[src/rtl/mem_port_arbiter.sv]
// Arbiter sharing one unified memory port between instruction fetch and data access.
// Define MEM_ARB_RR_EN for round-robin ties instead of D priority with IF starvation guard.
module mem_port_arbiter #(
    parameter int ADDR_W       = 32,
    parameter int DATA_W       = 32,
    parameter int STARVE_LIMIT = 4
) (
    input  logic              clk,
    input  logic              rst_n,
    input  logic              if_req,
    input  logic [ADDR_W-1:0] if_addr,
    output logic              if_ack,
    output logic [DATA_W-1:0] if_rdata,
    input  logic              d_req,
    input  logic              d_we,
    input  logic [ADDR_W-1:0] d_addr,
    input  logic [DATA_W-1:0] d_wdata,
    output logic              d_ack,
    output logic [DATA_W-1:0] d_rdata,
    output logic [ADDR_W-1:0] mem_addr,
    output logic [DATA_W-1:0] mem_wdata,
    output logic              mem_we,
    input  logic [DATA_W-1:0] mem_rdata,
    output logic              busy
);

    typedef enum logic [1:0] {
        IDLE   = 2'd0,
        ACCESS = 2'd1,
        DONE   = 2'd2
    } state_t;

    state_t state;
    logic   owner_d;
    logic   grant_d;
    logic   any_req;

    assign any_req = if_req | d_req;

`ifndef MEM_ARB_RR_EN
    localparam int CW = $clog2(STARVE_LIMIT + 1);

    logic [CW-1:0] starve_cnt;
    logic          starved;

    assign starved = (starve_cnt == CW'(STARVE_LIMIT));

    always_comb begin
        grant_d = d_req & ~(if_req & starved);
    end

    // Counts D grants that made a waiting IF lose; any IF grant resets it.
    always_ff @(posedge clk or negedge rst_n) begin
        if (!rst_n) begin
            starve_cnt <= '0;
        end else if (state == IDLE) begin
            if (!if_req || !grant_d) begin
                starve_cnt <= '0;
            end else if (!starved) begin
                starve_cnt <= starve_cnt + 1'b1;
            end
        end
    end
`else
    // On a tie, owner_d still names the last requester granted.
    always_comb begin
        grant_d = d_req & (~if_req | ~owner_d);
    end
`endif

    always_ff @(posedge clk or negedge rst_n) begin
        if (!rst_n) begin
            state     <= IDLE;
            owner_d   <= 1'b0;
            if_ack    <= 1'b0;
            d_ack     <= 1'b0;
            if_rdata  <= '0;
            d_rdata   <= '0;
            mem_addr  <= '0;
            mem_wdata <= '0;
            mem_we    <= 1'b0;
            busy      <= 1'b0;
        end else begin
            unique case (state)
                IDLE: begin
                    if (any_req) begin
                        state   <= ACCESS;
                        busy    <= 1'b1;
                        owner_d <= grant_d;
                        mem_we  <= grant_d & d_we;
                        if (grant_d) begin
                            mem_addr  <= d_addr;
                            mem_wdata <= d_wdata;
                        end else begin
                            mem_addr  <= if_addr;
                        end
                    end
                end
                ACCESS: begin
                    state  <= DONE;
                    mem_we <= 1'b0;
                    if (owner_d) begin
                        d_rdata <= mem_rdata;
                        d_ack   <= 1'b1;
                    end else begin
                        if_rdata <= mem_rdata;
                        if_ack   <= 1'b1;
                    end
                end
                DONE: begin
                    state  <= IDLE;
                    if_ack <= 1'b0;
                    d_ack  <= 1'b0;
                    busy   <= 1'b0;
                end
                default: begin
                    state  <= IDLE;
                    mem_we <= 1'b0;
                    busy   <= 1'b0;
                end
            endcase
        end
    end

endmodule
[config.mk]
export PLATFORM = sky130hd
export DESIGN_NAME = mem_port_arbiter
export DESIGN_NICKNAME = d
export VERILOG_FILES = /design/src/rtl/mem_port_arbiter.sv
export SDC_FILE = /design/constraint.sdc
export NUM_CORES = 1
export LEC_CHECK = 0
export ABC_CLOCK_PERIOD_IN_PS = 2050
export BUFFER_PORTS_ARGS = -buffer_cell sky130_fd_sc_hd__buf_2
export CORE_ASPECT_RATIO = 1.4
export CORE_UTILIZATION = 47
export CTS_CLUSTER_SIZE = 12
export DETAILED_ROUTE_END_ITERATION = 16
export HOLD_SLACK_MARGIN = 0.06
export PLACE_DENSITY = 0.8
export SYNTH_ARGS = -nofsm -noshare
export SYNTH_HDL_FRONTEND = slang
export SYNTH_SLANG_ARGS = --single-unit
[constraint.sdc]
create_clock -name clk -period 2.05 [get_ports clk]
set_input_delay 0.1025 -clock clk [delete_from_list [all_inputs] [get_ports clk]]
set_output_delay 0.1025 -clock clk [all_outputs]
set_load 0.1 [all_outputs]
Yosys cells after proc, flatten, opt, wreduce, memory -nomap -nowiden
Cells that the tools add are included.
- memories kept: 0
- ROM bits: 0
- RAM bits: 0
- logic and storage cells: 54
- input port bits: 133
- bits in latches: 0
- bits in registers: 138
- shift-type cells: 0
- $lt $le $gt $ge: 0
- multipliers: 0
- reductions and logical operators: 14
- muxes and demuxes: 13
- add/sub/neg operators: 1
- divide/modulo/power cells: 0
- bitwise logic cells: 8
- equal/unequal tests: 7
- operators with widths (kind ; number):
    $mux 32 ; 1
    $reduce_and 2->1 ; 8
    $pmux 1 s2 ; 4
    $mux 3 ; 2
    $ne 2x2->1 const B ; 3
    $mux 1 ; 4
    $not 1->1 ; 4
    $pmux 2 s2 ; 1
    $add 3x1->3 const B ; 1
    $and 1x1->1 ; 3
    $eq 3x3->1 const B ; 1
    $reduce_and 3->1 ; 1
    $eq 2x1->1 const B ; 1
    $eq 2x2->1 const B ; 1
    $logic_not 1->1 ; 2
    $logic_not 2->1 ; 1
    $mux 2 ; 1
    $ne 2x1->1 const B ; 1
    $reduce_bool 2->1 ; 1
    $logic_or 1x1->1 ; 1
    $or 1x1->1 ; 1

Depth between registers and ports, before layout
Gate-level depths: netlist of run 1.
- depth after elaboration: 8
- depth in mapped cells: 6
- depth with buffers taken out: 5

Worst setup path after synthesis of run 1
Ideal clock, no wire load.
- path type: register -> register
- from: reg starve_cnt[0]
- to: reg mem_wdata[10]
- data arrival time: 1.397 ns
- path slack: 0.527 ns
- data required time: 1.924 ns
- stages on the path, launching flop included: 7
- library setup time: 0.126 ns
- clock period less this slack: 1.523 ns
- cells stage by stage: dfrtp_1 > inv_1 > ha_1 > nand3_2 > nand3_2 > buf_4 > mux2_2
- longest elaborated chain between the ends: 5
- RTL lines (element ; line ; source):
    start: declaration ; 43 ; logic [CW-1:0] starve_cnt;
    start signal: assignment ; 60 ; starve_cnt <= starve_cnt + 1'b1;
    $eq 3x3->1 ; 46 ; assign starved = (starve_cnt == CW'(STARVE_LIMIT));
    $and 1x1->1 ; 49 ; grant_d = d_req & ~(if_req & starved);
    $not 1->1 ; 49 ;
    $and 1x1->1 ; 49 ;
    $reduce_and 3->1 (no source line) ; n/a ;
    end signal: assignment ; 93 ; mem_wdata <= d_wdata;
    end: declaration ; 21 ; output logic [DATA_W-1:0] mem_wdata,
No other way between the ends.
A chain may end at the register's enable or synchronous reset.

Worst setup path after layout of run 1
- from: in if_req
- to: reg mem_addr[0]
- longest elaborated chain between the ends: 4
- elaborated cells on any way between the ends: 6
- those cells by class: 1 x mux; 4 x bitwise; 1 x reduce/logical
- RTL lines (element ; line ; source):
    start: declaration ; 10 ; input logic if_req,
    $and 1x1->1 ; 49 ;
    $not 1->1 ; 49 ;
    $and 1x1->1 ; 49 ;
    $mux 32 ; 91 ; if (grant_d) begin
    end signal: assignment ; 92 ; mem_addr <= d_addr;
    end signal: assignment ; 95 ; mem_addr <= if_addr;
    end: declaration ; 20 ; output logic [ADDR_W-1:0] mem_addr,
Several ways; a longest one is shown, not always the timed one.

==> results of run 1 <==
-- routing by layer --
layer | up-vias | routed length [um] | GRT usage
met5 | - | 0 | 0
met4 | 0 | 768 | 0.147
met3 | 70 | 1900 | 0.0902
met2 | 392 | 10300 | 0.554
met1 | 2637 | 7010 | 0.344
li1 | 2365 | - | -
-- sequential cells by signal, summed over array words and instances (netlist names) --
register,flops
d_rdata,32
if_rdata,32
mem_addr,32
mem_wdata,32
starve_cnt,3
state,2
busy,1
d_ack,1
if_ack,1
mem_we,1
owner_d,1
-- cell type report --
type,count,area share
clock inverters,13,0.0256
clock buffers,19,0.0474
flip-flops and latches,138,0.370
well taps,147,0.0197
inverters,6,0.00241
multi-input cells,255,0.227
repair buffers,412,0.308
-- worst max-delay path, cell delays in order --
cell,delay [ps]
dlygate4sd3_1,550
buf_2,170
or2_2,530
a21oi_1,250
a31oi_1,70
dlygate4sd3_1,580
-- path summary, 6_finish.rpt --
check,endpoint,slack [ps],cells after the start
setup / recovery,mem_addr[0],80,6
hold / removal,starve_cnt[1],80,3
setup reg to reg,mem_addr[4],80,7
hold reg to reg,d_rdata[17],500,1
max in group asynchronous,mem_addr[14],1090,3
min in group asynchronous,if_rdata[18],240,2
-- cells by family (layout without fill, tap and decap cells) --
family                   count (synthesis)  in the layout  synth area share
AO/OA/AOI/OAI                          109            109             0.103
adder cells (fa/ha/maj)                  2              2           0.00429
buffers and inverters                   41            450            0.0453
flip-flops                             138            138             0.593
multiplexers                            96             96             0.205
AND/OR/NAND/NOR                         48             48            0.0498
-- Yosys cell counts (all sizes together) --
library cell / number
or2: 1
nor3: 2
clkbuf: 14
a21oi: 34
nor2: 2
nand4: 2
a22o: 2
inv: 6
o21bai: 1
nor2b: 1
nand2: 2
and2: 1
nor4b: 1
ha: 2
and3: 1
a21o: 2
o21ai: 37
a31oi: 32
dfrtp: 138
o22ai: 1
buf: 21
mux2: 96
nand3: 35
-- metrics by stage --
step	instances	area [um2]	hold WS, ps
2_1_floorplan	434	5830	-193
3_3_place_gp	824	7270	105
3_5_place_dp	824	7270	111
4_1_cts	988	9280	62.2
5_1_grt	990	9350	84.7
6_report	990	9350	82.2
-- what timing repair did --
action	CTS	global route
resized for setup	0	13
hold buffers	132	2
buffers inserted	0	1
setup endpoints to repair	0	9
hold endpoints to repair	187	2
-- layout by cell type (no fill, tap or decap), types with 7 or more instances in the layout --
cell / n
a31oi_1: 32
buf_2: 263
buf_12: 7
dfrtp_1: 137
dlygate4sd3_1: 132
o21ai_0: 36
a21oi_1: 34
nand3_1: 33
clkbuf_16: 18
mux2_2: 63
mux2_4: 30
==> reports/metrics.cfg, run 1 <==
[timing]
period_needed_ps=1970
slew_viol_final=0
worstMarginPinSlew_ps=900
setup_ws_ps=78.8
fin_worst_skew_ps=9.32
setup_viol=0
relSlewSlack=0.399
period_share=0.962
hold_viol=0
setup_tns_ps=0
clock.fmax_ghz=0.507
rsz0062_at_grt=false

[logic_synthesis]
yosysTopAreaCell=dfrtp_1
synth.area.top_cells=dfrtp_1, mux2_2, mux2_4
synth_seq_area_share=0.593
synthesis.nets=569
yosys_warnings=0
avgSynthCellArea_um2=13.4
syn_inst=434
synth-seq-cells=138
yosysTopAreaCellShare=0.593
netlist_area_um2=5830
synth.distinct_cells=33

[worst_setup_path]
worstSetupStartpoint=if_req
cp_max_fo=32
endpoint_kind=flip-flop
r2r_start=starve_cnt[0]
start_kind=primary input
path_class=in2reg
worstPathRequired_ps=2340
worstPathArrival_ps=2260

[final_layout]
fillers=679
final_util=0.783
areaGrowthSynthToFinish_pct=60.4
nets=965
drive_gt1_frac=0.492
antenna_cells=0
regArea_um2=3450
multi_input_area_um2=2120

[routing]
drt-wirelength-per-cell_um=20.2
drcViolationCount=0
postRouteAntennaNets=0
dr.first_iter.drc_count=274
num_vias=5464
drt_first_pass_iters=5
routed_wl_um=20000
drt-vias-per-instance=5.52

[placed_design]
place_congestion=0.759
hpwl_um=10700
place_ws_ps=349
numPortBuffers=264

[clocking]
clk_latency_ps=410
clockBufferDepth=2
cts_buffers=17
cts.clk_slew.worst_paths_ps=60
tritoncts=yes
htree_num_levels=4
root_buffer=clkbuf_16
clock-sinks=138

[floorplanning]
die_y_um=134
initial_core_util=0.488
core_um2=11900
row_count=47
pin_count=265
die-area_um2=12900
die_x_um=96.1

[status]
run_status=completed

[global_route]
grt_pass1_vias=5955
grt_overflow=0
grt_max_degree=60
grt_use_total=0.316
grt_pass1_wl_um=30600
antenna_found_initial=0

[hold_path]
hold_class=in2reg
min-delay-start=d_req

[flow_run]
max_cap_viol_count=0

Power of run 1 is not shown: default switching activity piles up to over one toggle a cycle in this logic, so the estimate is an artifact.
==> run 2: changes to the inputs <==
==> config.mk (replaced) <==
export PLATFORM = sky130hd
export DESIGN_NAME = mem_port_arbiter
export DESIGN_NICKNAME = d
export VERILOG_FILES = /design/src/rtl/mem_port_arbiter.sv
export SDC_FILE = /design/constraint.sdc
export NUM_CORES = 1
export LEC_CHECK = 0
export BUFFER_PORTS_ARGS = -buffer_cell sky130_fd_sc_hd__buf_2
export CORE_ASPECT_RATIO = 1.4
export CORE_UTILIZATION = 51
export CTS_CLUSTER_SIZE = 12
export DETAILED_ROUTE_END_ITERATION = 16
export HOLD_SLACK_MARGIN = 0.06
export PLACE_DENSITY = 0.86
export SYNTH_ARGS = -nofsm -noshare
export SYNTH_HDL_FRONTEND = slang
export SYNTH_SLANG_ARGS = --single-unit
==> constraint.sdc (replaced) <==
create_clock -name clk -period 2.3 [get_ports clk]
set_input_delay 0.115 -clock clk [delete_from_list [all_inputs] [get_ports clk]]
set_output_delay 0.115 -clock clk [all_outputs]
set_load 0.1 [all_outputs]
==> run 2 against run 1 <==
Design area shrank 1.9%. Die area shrank 7.7%. Critical path depth grew 1. Hold slack gained 99 ps. Register-to-register slack is essentially flat. First-iteration DRC count grew 8.8%. Clock skew grew 2.1 ps. Sequential share of layout area grew 0.72 points. Core utilization grew 5.2 points. Via count grew 1.4%. Critical path type is now reg2reg.
==> reports/metrics.cfg, run 2 (synthesis gave the netlist of run 1 again) <==
[status]
run_status=completed  ; unchanged

[clocking]
htree_num_levels=4  ; unchanged
clock-sinks=138  ; unchanged
root_buffer=clkbuf_16  ; unchanged
tritoncts=yes  ; unchanged
clockBufferDepth=2  ; unchanged
clk_latency_ps=410  ; about the same
cts_buffers=17  ; unchanged
cts_resized=0  ; unchanged
cts.clk_slew.worst_paths_ps=60  ; about the same
cts_hold_buf=131  ; was 132
cts_setup_buffers=0  ; unchanged

[final_layout]
areaGrowthSynthToFinish_pct=57.3  ; was 60.4%
nets=960  ; was 965
fin_area_um2=9170  ; was 9350 um2
drive_gt1_frac=0.486  ; was 0.492
final_common_cell=buf_2  ; unchanged
regArea_um2=3450  ; about the same
final_util=0.835  ; was 0.783
fillers=538  ; was 679
multi_input_area_um2=2120  ; about the same
final_cell_mix=buf_2, dfrtp_1, dlygate4sd3_1  ; unchanged

[floorplanning]
core_um2=11000  ; was 11900 um2
die_x_um=92.3  ; was 96.1 um
pin_count=265  ; unchanged
initial_core_util=0.531  ; was 0.488
row_count=45  ; was 47
die-area_um2=11900  ; was 12900 um2
die_y_um=128  ; was 134 um

[hold_path]
min_path_cells=3  ; unchanged
min-delay-start=d_req  ; unchanged
hold_class=in2reg  ; unchanged
whs_endpoint=starve_cnt[0]  ; was starve_cnt[1]

[global_route]
antenna_found_initial=1  ; was 0
grt_max_degree=57  ; was 60
grt_pass1_wl_um=30000  ; was 30600 um
grt_overflow=0  ; unchanged
grt_pass1_vias=5819  ; was 5955
grt_use_total=0.331  ; was 0.316

[timing]
rsz0062_at_grt=false  ; unchanged
period_needed_ps=2210
fin_worst_skew_ps=11.4  ; was 9.32 ps
slew_viol_final=0  ; unchanged
worstMarginPinSlew_ps=880  ; was 900 ps
relSlewSlack=0.413  ; was 0.399
setup_tns_ps=0  ; unchanged
setup_viol=0  ; unchanged
hold_viol=0  ; unchanged
period_share=0.960
clock.fmax_ghz=0.453

[placed_design]
hpwl_um=10300  ; was 10700 um
placed_area_um2=7210  ; was 7270 um2
place_congestion=0.813  ; was 0.759
numPortBuffers=264  ; unchanged

[worst_setup_path]
path_buf_inv=3  ; unchanged
worstPathRequired_ps=2640  ; was 2340 ps
r2r_slack_ps=90  ; was 80 ps
r2r_start=starve_cnt[0]  ; unchanged
slowest_delay_ps=580  ; about the same
start_kind=flip-flop  ; was primary input
r2r.worst_path.cells=7  ; unchanged
endpoint_kind=flip-flop  ; unchanged
worstPathArrival_ps=2550  ; was 2260 ps
cp_top_family=buffers and inverters  ; unchanged
crit_chain=inv_1 -> ha_1 -> and3_1 -> buf_4 -> o21ai_0 -> a31oi_1 -> dlygate4sd3_1  ; was dlygate4sd3_1 -> buf_2 -> or2_2 -> a21oi_1 -> a31oi_1 -> dlygate4sd3_1
cp_max_fo=32  ; unchanged
critPathSlowestCell=dlygate4sd3_1  ; unchanged
path_class=reg2reg  ; was in2reg
r2r-end=mem_addr[8]  ; was mem_addr[4]

[routing]
postRouteAntennaNets=0  ; unchanged
num_vias=5542  ; was 5464
drt-vias-per-instance=5.64  ; was 5.52
drt_first_pass_iters=5  ; unchanged
drt-wirelength-per-cell_um=19.8  ; was 20.2 um
drcViolationCount=0  ; unchanged
routed_wl_um=19500  ; was 20000 um
dr.first_iter.drc_count=298  ; was 274

[flow_run]
max_cap_viol_count=0  ; unchanged

[run 2: cell count changes in the layout (fill, tap and decap cells not counted), moves of 2 or more]
cell       delta
bufinv_16     -2
buf_6         -2
buf_12        -5
buf_4         +4
diode_2       +4
[run 2: layout make-up]
type,count,share of cell area
antenna,4,0.00109
clock buffer,20,0.0487
clock inverter,12,0.0205
inverter,6,0.00246
multi-input combinational,255,0.231
sequential,138,0.377
tap,141,0.0192
timing repair buffer,407,0.300
[run 2: through the flow]
step | instances | hold WS (ps) | worst slack, ps
floorplan | 434 | -181 | 777
global placement | 816 | 90.9 | 547
detailed placement | 816 | 103 | 503
CTS | 979 | 134 | 265
global route | 980 | 191 | 20.4
finish | 983 | 181 | 91.9
[run 2: tightest hold or removal path, cell delays in order]
cell	delay (ps)
buf_2	220
nand4_1	120
o21ai_0	70
[run 2: metal layers]
layer | wire length (um) | share of wire | vias up | track usage
met4 | 724 | 0.037 | 0 | 0.174
met1 | 6860 | 0.35 | 2674 | 0.375
met2 | 10300 | 0.53 | 424 | 0.584
met5 | 0 | 0 | - | 0
met3 | 1620 | 0.083 | 77 | 0.0721
li1 | - | - | 2367 | -
[run 2: how the worst max path moves through the flow]
stage | from | end | slack, ps | depth (start not counted)
floorplan | starve_cnt[0] | mem_wdata[10] | 780 | 6
global placement | state[1] | if_rdata[28] | 550 | 4
detailed placement | state[1] | if_rdata[24] | 500 | 4
CTS | starve_cnt[0] | mem_addr[3] | 260 | 7
global route | starve_cnt[0] | mem_addr[10] | 20 | 7
finish | starve_cnt[0] | mem_addr[8] | 90 | 7
Power of run 2 is left out for the same reason.
